$ cat config.mk
export PLATFORM = sky130hd
export DESIGN_NAME = ftq_buffer
export DESIGN_NICKNAME = d
export VERILOG_FILES = /design/src/rtl/ftq_buffer.sv
export SDC_FILE = /design/constraint.sdc
export NUM_CORES = 1
export LEC_CHECK = 0
export CORE_MARGIN = 2
export CORE_UTILIZATION = 45
export DETAILED_ROUTE_END_ITERATION = 6
export MAX_ROUTING_LAYER = met4
export SYNTH_ARGS = -nofsm -noshare
export SYNTH_HDL_FRONTEND = slang
export SYNTH_SLANG_ARGS = --single-unit
export TNS_END_PERCENT = 50
$ cat constraint.sdc
create_clock -name Clk -period 15.8 [get_ports Clk]
set_clock_uncertainty 0.1 [all_clocks]
set_input_delay 3.16 -clock Clk [delete_from_list [all_inputs] [get_ports Clk]]
set_output_delay 3.16 -clock Clk [all_outputs]
set_load 0.05 [all_outputs]
$ cat src/rtl/ftq_buffer.sv
// Fetch Target Queue: buffers predicted fetch blocks from the BPU, issues them in
// order to the ICache and retains each one until the ROB commits it.
module ftq_buffer #(
    parameter int DEPTH    = 8,
    parameter int PC_W     = 32,
    parameter int META_W   = 8,
    parameter int AFULL_TH = 2,
    localparam int IDX_W   = $clog2(DEPTH),
    localparam int CNT_W   = IDX_W + 1
) (
    input  logic              Clk,
    input  logic              Rest,
    input  logic              FTQStop,
    input  logic              FTQFlash,
    input  logic              EnqValid,
    input  logic [PC_W-1:0]   EnqPc,
    input  logic [PC_W-1:0]   EnqTarget,
    input  logic              EnqTaken,
    input  logic [META_W-1:0] EnqMeta,
    input  logic              DeqReady,
    output logic              DeqValid,
    output logic [PC_W-1:0]   DeqPc,
    output logic [PC_W-1:0]   DeqTarget,
    output logic              DeqTaken,
    output logic [META_W-1:0] DeqMeta,
    output logic [IDX_W-1:0]  DeqIdx,
    input  logic              CommitValid,
    output logic              FTQReq,
    output logic [CNT_W-1:0]  Count
);

    logic [PC_W-1:0]   pcMem     [DEPTH];
    logic [PC_W-1:0]   targetMem [DEPTH];
    logic              takenMem  [DEPTH];
    logic [META_W-1:0] metaMem   [DEPTH];

    // Pointers carry an extra wrap bit so equal indices can be told apart as empty or full.
    logic [IDX_W:0]   enqPtr;
    logic [IDX_W:0]   fetchPtr;
    logic [IDX_W:0]   commitPtr;
    logic [CNT_W-1:0] count;
    logic             ftqReq;

    logic             full;
    logic             enqFire;
    logic             deqFire;
    logic             commitFire;
    logic [CNT_W-1:0] countNext;
    logic [CNT_W-1:0] freeNext;
    logic             reqNext;

    assign full       = (count == CNT_W'(DEPTH));
    assign DeqValid   = (fetchPtr != enqPtr);
    assign enqFire    = EnqValid & ~FTQStop & ~full & ~FTQFlash;
    assign deqFire    = DeqValid & DeqReady & ~FTQFlash;
    assign commitFire = CommitValid & (commitPtr != fetchPtr) & ~FTQFlash;

    assign countNext  = count + CNT_W'(enqFire) - CNT_W'(commitFire);
    assign freeNext   = CNT_W'(DEPTH) - countNext;
    assign reqNext    = (freeNext <= CNT_W'(AFULL_TH));

    // Flash has priority over every other update and returns the queue to its reset state.
    always_ff @(posedge Clk or negedge Rest) begin
        if (!Rest) begin
            enqPtr    <= '0;
            fetchPtr  <= '0;
            commitPtr <= '0;
            count     <= '0;
            ftqReq    <= 1'b0;
        end else if (FTQFlash) begin
            enqPtr    <= '0;
            fetchPtr  <= '0;
            commitPtr <= '0;
            count     <= '0;
            ftqReq    <= 1'b0;
        end else begin
            if (enqFire)    enqPtr    <= enqPtr + 1'b1;
            if (deqFire)    fetchPtr  <= fetchPtr + 1'b1;
            if (commitFire) commitPtr <= commitPtr + 1'b1;
            count  <= countNext;
            ftqReq <= reqNext;
        end
    end

    // Entry storage is deliberately left out of reset.
    always_ff @(posedge Clk) begin
        if (enqFire) begin
            pcMem[enqPtr[IDX_W-1:0]]     <= EnqPc;
            targetMem[enqPtr[IDX_W-1:0]] <= EnqTarget;
            takenMem[enqPtr[IDX_W-1:0]]  <= EnqTaken;
            metaMem[enqPtr[IDX_W-1:0]]   <= EnqMeta;
        end
    end

    assign DeqIdx    = fetchPtr[IDX_W-1:0];
    assign DeqPc     = pcMem[fetchPtr[IDX_W-1:0]];
    assign DeqTarget = targetMem[fetchPtr[IDX_W-1:0]];
    assign DeqTaken  = takenMem[fetchPtr[IDX_W-1:0]];
    assign DeqMeta   = metaMem[fetchPtr[IDX_W-1:0]];
    assign FTQReq    = ftqReq;
    assign Count     = count;

endmodule

Word level (Yosys, flattened, before mapping)
Memory sizes are Yosys's and may differ from the RTL's.
Index checks and enable logic that the tools add are counted.
{ "word_totals": {"memories": 4, "ram_bits": 584, "input_bits": 80, "mem_bits_ro": 0, "out_inout_bits": 82, "register_bits": 17, "latch_bits": 0} }
{ "memory_table": {"columns": ["name", "depth", "word_bits", "read_ports", "rd_clocked_by_memory_dff", "wr", "line", "text"], "rows": [
  ["pcMem", 8, 32, 1, 0, 1, "32", "logic [PC_W-1:0] pcMem [DEPTH];"],
  ["targetMem", 8, 32, 1, 0, 1, "33", "logic [PC_W-1:0] targetMem [DEPTH];"],
  ["metaMem", 8, 8, 1, 0, 1, "35", "logic [META_W-1:0] metaMem [DEPTH];"],
  ["takenMem", 8, 1, 1, 0, 1, "34", "logic takenMem [DEPTH];"]
]} }
{ "classes": {"muxes": 10, "n_mul": 0, "n_eq_ne": 3, "div": 0, "n_lt_le_gt_ge": 1, "shift": 0, "bitwise": 10, "n_addsub": 6, "reduce_logical": 3} }
{ "ops": {"columns": ["operator", "count"], "rows": [
  ["4-bit 2-to-1 mux", 7],
  ["4-bit by 1-bit adder with 4-bit output (second input constant)", 3],
  ["4-bit inequality test", 2],
  ["1-bit AND", 7],
  ["2-bit nonzero test", 3],
  ["4-bit by 1-bit adder with 4-bit output", 1],
  ["4-bit == test (second input constant)", 1],
  ["4-bit by 2-bit less-or-equal comparator with 1-bit output (second input constant)", 1],
  ["4-bit by 1-bit subtractor with 4-bit output", 1],
  ["4-bit subtractor (first input constant)", 1],
  ["1-bit 2-to-1 mux", 3],
  ["1-bit inverter", 3]
]} }

Longest topological paths before layout
{ "depth": {"depth_word": 9, "ltp_mapped": 15, "mapped_depth_nobuf": 15} }

Worst setup path before layout
OpenSTA, ideal clock, no wires.
{ "synth_timing": {"path_kind": "in2reg", "start": "input FTQFlash", "end": "memory metaMem[7][0], enable pin", "path_buffers": 1, "path_slack_ps": 4671, "required_ps": 15016, "cell_stages": 2, "setup_time_ps": 684, "arrival_ps": 10345, "cell_sequence": "clkbuf_1 -> nor4_1"} }
{ "synth_between": {"elab_chain_len": 4} }
{ "synth_rtl": {"columns": ["item", "line", "text"], "rows": [
  ["from (decl)", "14", "input logic FTQFlash,"],
  ["1-bit inverter", "54", "assign enqFire = EnqValid & ~FTQStop & ~full & ~FTQFlash;"],
  ["1-bit AND", "54", null],
  ["1-bit 2-to-1 mux", "87", "if (enqFire) begin"],
  ["1-bit 2-to-1 mux (not written as such)", "91", "metaMem[enqPtr[IDX_W-1:0]] <= EnqMeta;"],
  ["to (decl)", "35", null]
]} }
No other way between the ends.

Worst setup path after layout
{ "layout_timing": {"start": "register fetchPtr[0]", "end": "output DeqTarget[18]"} }
{ "layout_between": {"elab_chain_len": 1} }
{ "layout_rtl": {"columns": ["item", "line", "text"], "rows": [
  ["from (decl)", "39", "logic [IDX_W:0] fetchPtr;"],
  ["from (signal assigned)", "78", "if (deqFire) fetchPtr <= fetchPtr + 1'b1;"],
  ["memory read 8 x 32 bit", null, null],
  ["to (decl)", "23", "output logic [PC_W-1:0] DeqTarget,"]
]} }
No other way between the ends.

==> flow_summary.yaml <==
outcome:
  status: "finished clean"
global_routing:
  grt-ovfl-total: 0
  grt.total_usage_pct: 18.2
  grt_max_degree: 61
  grt_pass1_wl_mm: 69.2
  antenna_found_initial: 2
  grt_pass1_vias: 11100
clock_network:
  clkLatencyLatePin_ns: 0.60
  post-cts-setup-buffers: 0
  ctsResizeCount: 0
  root_buffer: "clkbuf_16"
  tritoncts: "yes"
  ctsHoldBuffers: 0
  clock-sinks: 601
  clk_pin_slew_ns: 0.06
  cts_made_buffers: 60
  htree_levels: 2
  clock_path_buffers: 3
critical_path:
  crit_path_end: "DeqTarget[18]"
  crit_buf_inv: 3
  crit-reg2reg-launch: "fetchPtr[0]"
  crit_type: "reg -> out"
  worstPathArrival_ns: 4.61
  reg2reg_slack_ns: 11.27
  worst-path-max-fanout: 39
  worst-path-stages: 5
  worstSetupEndpointType: "output pin"
  crit_path_cell_trace: "buf_4 -> buf_4 -> mux4_2 -> mux2_2 -> clkdlybuf4s50_1"
  crit_start: "fetchPtr[0]"
  critical-path-max-stage-delay_ns: 0.85
  reg2regPathDepth: 13
  worst_path_most_repeated_cell: "buf_4"
  r2r_end: "FTQReq"
  worstSetupStartpointType: "register"
  crit_slowest_cell: "dfrtp_4"
  crit_required_ns: 12.54
  path_delay_family: "buffers and inverters"
logic_synthesis:
  synth_cells: 975
  yosysWarnings: 0
  synth_nets: 1066
  syn_avg_cell_area_um2: 23.7
  synth_seq_cells: 601
  synth.distinct_cells: 32
  syn_area_mm2: 0.0231
  ys_seq_area_share_pct: 77.8
drt:
  viasPerCell: 5.39
  firstDrtPassIters: 5
  vias: 10200
  dr.first_iter.drc_count: 695
  wl_per_cell_um: 24.2
  ant_nets: 0
  drcViolationCount: 0
  wl_mm: 46.0
power:
  p_leak_nw: 8.48
  pwr_density_cell_mw_per_mm2: 143
  peakVddDrop_uv: 112
sta:
  hold_viol_final: 0
  period_needed_ns: 7.87
  finalCritPeriodShare_pct: 49.8
  fmax_mhz: 127
  slew-limit-headroom_pct: 37.7
  worst_slew_pin_slew_ns: 0.935
  setup_viol: 0
  rsz0062_at_grt: "no"
  setup_tns_ns: 0
  drv_slew: 0
worst_hold_path:
  whs_path_depth: 2
  hold_path.startpoint: "enqPtr[3]"
  hp-class: "reg -> reg"
floorplanning:
  start_util_pct: 45.3
  dieArea_mm2: 0.0531
  die_w_um: 230
  die_y_um: 230
  row_count: 83
  io_pins: 162
  core_area_mm2: 0.0510
final_layout:
  drive_gt1_share_pct: 28.2
  fin_nets: 1261
  n_fill_cell: 3860
  syn_to_final_growth_pct: 18.6
  stdcell_count: 1899
placement:
  dp_hpwl_mm: 24.4
  portBuffers: 161
  gp_congestion: 0.716
  post-place-cells: 1788
job:
  cap_violations: 0
[layer usage]
metal | track usage, % | part of all wire (%)
met1 | 23.4 | 44
met3 | 3.35 | 4.3
met5 | - | 0
met4 | 5.24 | 2.1
met2 | 29.8 | 50
[synth_stat cells, drive strengths merged]
cell	n	area share (%)
ha	10	0.54
mux2	73	3.6
nor3	6	0.13
a41o	1	0.043
o21bai	1	0.033
dfrtp	17	1.8
nand2b	4	0.11
o211ai	1	0.033
nand2	3	0.049
nor3b	2	0.065
nor2	19	0.31
nand3	4	0.087
nand4	2	0.054
or2	1	0.027
fa	1	0.087
inv	11	0.18
mux4	146	14
o21ai	8	0.17
mux2i	2	0.087
edfxtp	584	76
xnor2	8	0.30
buf	30	1.0
and3	1	0.027
nor4	1	0.027
a21oi	7	0.15
or3	4	0.11
o41ai	1	0.12
clkbuf	20	0.33
xor2	7	0.27
[area by class of cell]
class	count	area (µm²)	area share, %
Sequential cell	601	18000	65.6
Multi-Input combinational cell	313	4820	17.6
Timing Repair Buffer	183	1780	6.49
Clock buffer	74	1560	5.71
Tap cell	680	851	3.11
Clock inverter	35	350	1.28
Inverter	11	41.3	0.151
Antenna cell	2	5.00	0.0183
[registers in the layout, indices dropped and copies added, names as in the netlist]
signal and count:
targetMem 256, fetchPtr 4, commitPtr 4, takenMem 8, pcMem 256, FTQReq 1
enqPtr 4, metaMem 64, Count 4
[report_power, final]
group / internal (mW) / switching, mW / total (mW)
sequential: 1.78 / 0.0296 / 1.81
combinational: 0.323 / 0.404 / 0.727
clock: 0.800 / 0.583 / 1.38
total: 2.90 / 1.02 / 3.91
[how the worst min path moves through the flow]
stage | to | slack, ns
final | enqPtr[3] | 0.47
after global routing | commitPtr[3] | 0.50
after CTS | enqPtr[3] | 0.48
after detailed placement | enqPtr[3] | 0.46
after global placement | commitPtr[3] | 0.45
after floorplan | enqPtr[3] | 0.43
[logic make-up after synthesis]
family	after synthesis	share of synthesized area, %
and+or+nand+nor	47	0.992
AOI/OAI and AO/OA	19	0.553
buffers and inverters	61	1.54
muxes	221	17.9
xor gates and xnor gates	15	0.569
adders and majority gates	11	0.629
DFF	601	77.8
[layout by cell type, fill, tap and decap left out, types with 3 or more instances in the layout]
master	netlist	layout
nand2b_1	4	4
dfrtp_1	17	14
clkinvlp_4	0	3
clkbuf_16	0	60
buf_4	3	22
clkinv_1	0	7
xnor2_1	8	8
or3_1	4	4
edfxtp_1	584	584
bufinv_16	0	6
clkbuf_1	20	13
nand3_1	4	4
nor2_1	19	14
xor2_1	7	7
nand2_1	3	3
clkdlybuf4s50_1	0	161
mux2_2	73	73
inv_1	11	11
clkinv_2	0	14
nor2_4	0	5
nor3_1	6	4
o21ai_0	8	8
ha_1	10	10
dfrtp_4	0	3
a21oi_1	7	7
mux4_2	146	146
[through the flow]
stage | hold slack (ns) | area, µm² | worst slack, ns | total power [mW] | utilization (%)
floorplan | 0.430 | 23100 | 4.67 | 2.39 | -
global placement | 0.455 | 25500 | 8.42 | 2.58 | 49.9
detailed placement | 0.460 | 25500 | 8.37 | 2.58 | 49.9
CTS | 0.475 | 27400 | 7.72 | 3.97 | 53.7
global route | 0.499 | 27400 | 7.52 | 4.06 | 53.7
finish | 0.475 | 27400 | 7.93 | 3.91 | 53.7
[tightest hold or removal path, stage by stage (launching register included)]
cell and delay (ns):
dfrtp_1 0.37, xnor2_1 0.13, nor2_1 0.04
Power figures use the tool's default switching activity.
